**src/rtl/logic_gate_lab.sv**
```systemverilog
// Debounced N-switch gate lab: AND/OR/XOR (+inverses) LEDs; BTN steps MODE 0..4 to route one gate onto LED_SEL.
// Latency DB_CYCLES+2 edges from input sample to LEDs; no flow control (free-running, inputs always accepted).
module logic_gate_lab #(
    parameter int N         = 4,
    parameter int DB_CYCLES = 16
) (
    input  logic         CLK,
    input  logic         RST,
    input  logic [N-1:0] SW,
    input  logic         BTN,
    output logic         LED_AND,
    output logic         LED_NAND,
    output logic         LED_OR,
    output logic         LED_NOR,
    output logic         LED_XOR,
    output logic         LED_SEL,
    output logic [2:0]   MODE
);
    localparam int            CW       = $clog2(DB_CYCLES);
    localparam logic [CW-1:0] CNT_LAST = CW'(DB_CYCLES - 1);

    // Bit N carries BTN so it shares the synchronizer/debouncer path with the switches.
    logic [N:0] raw;
    logic [N:0] s1;
    logic [N:0] s2;
    logic [N:0] stable;

    assign raw = {BTN, SW};

    always_ff @(posedge CLK) begin
        if (RST) begin
            s1 <= '0;
            s2 <= '0;
        end else begin
            s1 <= raw;
            s2 <= s1;
        end
    end

    for (genvar gi = 0; gi <= N; gi++) begin : g_db
        logic [CW-1:0] cnt;
        logic          stab_q;

        always_ff @(posedge CLK) begin
            if (RST) begin
                cnt    <= '0;
                stab_q <= 1'b0;
            end else if (s2[gi] == stab_q) begin
                cnt <= '0;
            end else if (cnt == CNT_LAST) begin
                stab_q <= s2[gi];
                cnt    <= '0;
            end else begin
                cnt <= cnt + 1'b1;
            end
        end

        assign stable[gi] = stab_q;
    end

    logic       btn_prev;
    logic       btn_rise;
    logic [2:0] mode_q;
    logic [2:0] mode_nxt;
    logic       and_nxt;
    logic       or_nxt;
    logic       xor_nxt;
    logic       sel_nxt;

    assign btn_rise = stable[N] & ~btn_prev;

    // Mode state register
    always_ff @(posedge CLK) begin
        if (RST) begin
            mode_q   <= 3'd0;
            btn_prev <= 1'b0;
        end else begin
            mode_q   <= mode_nxt;
            btn_prev <= stable[N];
        end
    end

    // Illegal codes 5..7 recover to 0 without waiting for a press.
    always_comb begin
        mode_nxt = mode_q;
        if (mode_q > 3'd4) begin
            mode_nxt = 3'd0;
        end else if (btn_rise) begin
            mode_nxt = (mode_q == 3'd4) ? 3'd0 : mode_q + 3'd1;
        end
    end

    // Selector uses next-cycle gate values and mode so LED_SEL always agrees with what is displayed.
    always_comb begin
        and_nxt = &stable[N-1:0];
        or_nxt  = |stable[N-1:0];
        xor_nxt = ^stable[N-1:0];
        sel_nxt = 1'b0;
        case (mode_nxt)
            3'd0:    sel_nxt = and_nxt;
            3'd1:    sel_nxt = or_nxt;
            3'd2:    sel_nxt = ~and_nxt;
            3'd3:    sel_nxt = ~or_nxt;
            3'd4:    sel_nxt = xor_nxt;
            default: sel_nxt = 1'b0;
        endcase
    end

    always_ff @(posedge CLK) begin
        if (RST) begin
            LED_AND  <= 1'b0;
            LED_NAND <= 1'b1;
            LED_OR   <= 1'b0;
            LED_NOR  <= 1'b1;
            LED_XOR  <= 1'b0;
            LED_SEL  <= 1'b0;
        end else begin
            LED_AND  <= and_nxt;
            LED_NAND <= ~and_nxt;
            LED_OR   <= or_nxt;
            LED_NOR  <= ~or_nxt;
            LED_XOR  <= xor_nxt;
            LED_SEL  <= sel_nxt;
        end
    end

    assign MODE = mode_q;

endmodule

```
**config.mk**
```make
export PLATFORM = sky130hd
export DESIGN_NAME = logic_gate_lab
export DESIGN_NICKNAME = d
export VERILOG_FILES = /design/src/rtl/logic_gate_lab.sv
export SDC_FILE = /design/constraint.sdc
export NUM_CORES = 1
export LEC_CHECK = 0
export CAP_MARGIN = 20
export CELL_PAD_IN_SITES_DETAIL_PLACEMENT = 1
export CELL_PAD_IN_SITES_GLOBAL_PLACEMENT = 1
export CORE_MARGIN = 2
export CORE_UTILIZATION = 47
export DETAILED_ROUTE_END_ITERATION = 16
export PLACE_DENSITY_LB_ADDON = 0.1
export SYNTH_ARGS = -nofsm -noshare
export SYNTH_HDL_FRONTEND = slang
export SYNTH_SLANG_ARGS = --single-unit
```
**constraint.sdc**
```tcl
create_clock -name CLK -period 5.1 [get_ports CLK]
set_input_delay 0.765 -clock CLK [delete_from_list [all_inputs] [get_ports CLK]]
set_output_delay 0.765 -clock CLK [all_outputs]
set_load 0.01 [all_outputs]
```
==> report_table.html <==
<table>
<tr><th>Metric</th><th>Value</th></tr>
<tr><th colspan="2">Status</th></tr>
<tr><td>Run status</td><td>finished, final reports clean</td></tr>
<tr><th colspan="2">Layout</th></tr>
<tr><td>Count of antenna diodes in the layout</td><td>0</td></tr>
<tr><td>Most common cell after layout, fill and taps aside</td><td>dfxtp_1</td></tr>
<tr><td>Highest-count cells in the layout ignoring fill and taps</td><td>dfxtp_1, nor2_1, clkdlybuf4s50_1, inv_1</td></tr>
<tr><td>Layout-stage area growth over the synthesis result</td><td>14.7%</td></tr>
<tr><td>Fraction of layout instances using a drive strength above 1</td><td>5.85%</td></tr>
<tr><td>Number of nets in the layout</td><td>206</td></tr>
<tr><th colspan="2">STA</th></tr>
<tr><td>Peak clock frequency supported by timing</td><td>458 MHz</td></tr>
<tr><td>Setup repair after global routing missed its margin</td><td>no</td></tr>
<tr><td>Worst Slack Setup Final</td><td>2.92 ns</td></tr>
<tr><td>Final hold slack</td><td>0.456 ns</td></tr>
<tr><td>Shortest period the worst path allows</td><td>2.18 ns</td></tr>
<tr><td>Relative max-transition margin</td><td>35.6%</td></tr>
<tr><td>Count of pins over their slew limit</td><td>0</td></tr>
<tr><td>Final number of setup-violating endpoints</td><td>0</td></tr>
<tr><td>Setup TNS</td><td>0 ns</td></tr>
<tr><td>Post-route fraction of the period consumed by the critical path</td><td>42.8%</td></tr>
<tr><td>Slew of the pin with the lowest slew margin</td><td>0.962 ns</td></tr>
<tr><td>Hold violation total from the final report</td><td>0</td></tr>
<tr><td>Clock skew</td><td>0.00832 ns</td></tr>
<tr><th colspan="2">Place</th></tr>
<tr><td>Half-perimeter wire length after placement</td><td>2300 um</td></tr>
<tr><td>Routability Congestion</td><td>roughly 0.66</td></tr>
<tr><td>Setup WS pre-CTS</td><td>2.60 ns</td></tr>
<tr><td>Count of buffers from port buffering</td><td>15</td></tr>
<tr><th colspan="2">Floorplan</th></tr>
<tr><td>Chip Width</td><td>64.4 um</td></tr>
<tr><td>Boundary pin count</td><td>16</td></tr>
<tr><td>Floorplan die height</td><td>64.4 um</td></tr>
<tr><td>DIE AREA</td><td>approximately 4200 um^2</td></tr>
<tr><td>Placeable core region</td><td>3420 um^2</td></tr>
<tr><td>Initial core utilization</td><td>50.3%</td></tr>
<tr><td>Standard-cell rows</td><td>21</td></tr>
<tr><th colspan="2">Yosys</th></tr>
<tr><td>Post-synth design cell area</td><td>1720 um^2</td></tr>
<tr><td>Cell taking the most area after synthesis</td><td>dfxtp_1</td></tr>
<tr><td>Cell types occupying the most area after synthesis</td><td>dfxtp_1, ha_1, nor2_1</td></tr>
<tr><td>Cell variety after synth</td><td>21</td></tr>
<tr><td>#FFs+latches synth</td><td>45</td></tr>
<tr><td>Mean cell area of the mapped netlist</td><td>10.2 um^2</td></tr>
<tr><td>Sequential fraction of the synthesis area</td><td>52.5%</td></tr>
<tr><td>Gate count after technology mapping</td><td>169</td></tr>
<tr><td>Number of warnings reported in the yosys synthesis log</td><td>0</td></tr>
<tr><td>Area share of the leading cell type in the synthesized netlist</td><td>between 50 and 60%</td></tr>
<tr><td>Synthesized net count</td><td>187</td></tr>
<tr><th colspan="2">Route</th></tr>
<tr><td>Violation count after the first detailed-routing iteration</td><td>11</td></tr>
<tr><td>Total length of routed met2 wires</td><td>1700 um</td></tr>
<tr><td>Routed via count</td><td>1,146</td></tr>
<tr><td>Met3 Wirelength</td><td>118 um</td></tr>
<tr><td>Highest routed layer</td><td>met4</td></tr>
<tr><td>Pre-Repair DR Iteration Count</td><td>4</td></tr>
<tr><td>Met1 layer wirelength in the final routing</td><td>1170 um</td></tr>
<tr><td>Detailed-route vias per instance</td><td>4.90</td></tr>
<tr><td>Routed WL</td><td>3050 um</td></tr>
<tr><td>Antenna violation net count after detailed routing</td><td>0</td></tr>
<tr><td>Wirelength per Cell</td><td>13.0 um</td></tr>
<tr><td>Residual DRC count</td><td>0</td></tr>
<tr><th colspan="2">Worst setup path</th></tr>
<tr><td>Crit path buf inv count</td><td>1</td></tr>
<tr><td>Chain of cells forming the critical path</td><td>clkdlybuf4s50_1</td></tr>
<tr><td>Crit path max-delay cell type</td><td>clkdlybuf4s50_1</td></tr>
<tr><td>Critical R2R Launch</td><td>MODE[0]</td></tr>
<tr><td>Startpoint Class</td><td>flip-flop</td></tr>
<tr><td>Type of the worst setup path</td><td>flip-flop to output pin</td></tr>
<tr><td>WP data arrival</td><td>1.42 ns</td></tr>
<tr><td>Family of cells with the greatest summed delay on the critical path</td><td>buffers and inverters</td></tr>
<tr><td>Worst EP required</td><td>4.34 ns</td></tr>
<tr><td>Worst-path maximum fanout</td><td>5</td></tr>
<tr><td>Worst stage delay on the critical path</td><td>0.59 ns</td></tr>
<tr><td>Worst setup startpoint</td><td>MODE[0]</td></tr>
<tr><td>Endpoint type of the worst setup path</td><td>output pin</td></tr>
<tr><th colspan="2">Pwr</th></tr>
<tr><td>P_leak</td><td>0.841 nW</td></tr>
<tr><td>Areal power density over the cells</td><td>274 nW/um^2</td></tr>
<tr><td>Worst-case vdd ir drop</td><td>0.172 mV</td></tr>
<tr><th colspan="2">CTS</th></tr>
<tr><td>TritonCTS clock tree</td><td>built</td></tr>
<tr><td>Count of clock tree sinks</td><td>45</td></tr>
<tr><td>Clock buffers created by TritonCTS</td><td>5</td></tr>
<tr><td>Count of instances resized after the clock tree is built</td><td>0</td></tr>
<tr><td>Post-CTS setup buffer count</td><td>0</td></tr>
<tr><td>Hold buffer count at cts</td><td>0</td></tr>
<tr><td>Later-pin clock latency in the skew report</td><td>roughly 0.34 ns</td></tr>
<tr><td>Longest Clk Path Bufs</td><td>2</td></tr>
<tr><td>Clock edge transition at the registers on the reported setup and hold paths</td><td>0.12 ns</td></tr>
<tr><td>Clock root buffer</td><td>clkbuf_4</td></tr>
<tr><td>CTS H-tree lvls</td><td>2</td></tr>
<tr><th colspan="2">GRT</th></tr>
<tr><td>Residual overflow from global routing</td><td>0</td></tr>
<tr><td>Via count of the first global-routing pass</td><td>1,263</td></tr>
<tr><td>First-pass GRT wire length</td><td>5440 um</td></tr>
<tr><td>Largest net degree at the start of global routing</td><td>29</td></tr>
<tr><td>Global router's overall resource usage</td><td>17.4%</td></tr>
<tr><td>Initial antenna violation count</td><td>0</td></tr>
<tr><th colspan="2">Hold path</th></tr>
<tr><td>Class of the most critical hold timing path</td><td>flip-flop to flip-flop</td></tr>
<tr><td>Worst hold path startpoint</td><td>g_db[2].cnt[0]</td></tr>
<tr><th colspan="2">Run</th></tr>
<tr><td>Max Cap Viol</td><td>0</td></tr>
</table>
-- cells in the mapped netlist (all sizes together) --
master / n
mux2i: 6
nand2: 1
xor2: 11
nor2: 29
a32oi: 1
or2: 2
nand4: 1
clkbuf: 3
and2: 1
o31ai: 1
nor2b: 12
xnor2: 6
and3: 1
ha: 11
nand3: 10
dfxtp: 45
inv: 13
nand2b: 12
a31oi: 1
nor4b: 1
a21o: 1
-- flip-flops by register name, summed over array words and instances, names as in the netlist --
name,flops
btn_prev,1
LED_XOR,1
LED_OR,1
g_db.cnt,20
MODE,3
g_db.stab_q,5
s2,5
LED_SEL,1
LED_NAND,1
LED_NOR,1
LED_AND,1
s1,5
-- kinds of logic (layout without fill, tap and decap cells) --
group                    after synthesis  count (layout)  synth area share [%]
adder cells (fa/ha/maj)               11              11                  8.02
multiplexers                           6               6                  3.50
AND/OR/NAND/NOR                       70              70                  20.9
XOR/XNOR                              17              17                  8.67
AO/OA/AOI/OAI                          4               4                  2.92
buffers and inverters                 16              35                  3.50
flip-flops                            45              45                  52.5
-- per-stage QoR --
step	utilization, %	cell area [um^2]	std cells	total power [mW]
2_1_floorplan	-	1720	169	0.375
3_3_place_gp	56.0	1910	227	0.381
3_5_place_dp	56.0	1910	227	0.382
4_1_cts	57.6	1970	234	0.548
5_1_grt	57.6	1970	234	0.568
6_report	57.6	1970	234	0.539
-- area by class of cell --
cell class | instances | area [um^2]
multi-input combinational | 108 | 756
sequential | 45 | 901
fill | 390 | 1450
timing repair buffer | 15 | 150
tap | 46 | 57.6
inverter | 13 | 48.8
clock buffer | 7 | 55.1
-- path summary, 6_finish.rpt --
kind | endpoint | slack [ns] | depth (start not counted)
max reg2reg | LED_SEL | 3.23 | 7
max | MODE[0] | 2.92 | 1
min reg2reg | g_db[2].cnt[0] | 0.46 | 1
min | g_db[2].cnt[0] | 0.46 | 1
-- metal layers --
layer	up-vias	track usage, %
li1	569	-
met1	553	16.4
met2	19	34.0
met3	5	5.03
met4	0	8.24
met5	-	0
-- power by group --
part / total [mW] / switching, mW / internal, mW
Clock: 0.164 / 0.0991 / 0.0652
Combinational: 0.0156 / 0.00716 / 0.00847
Sequential: 0.359 / 0.00251 / 0.356
(Power assumes the default switching activity.)
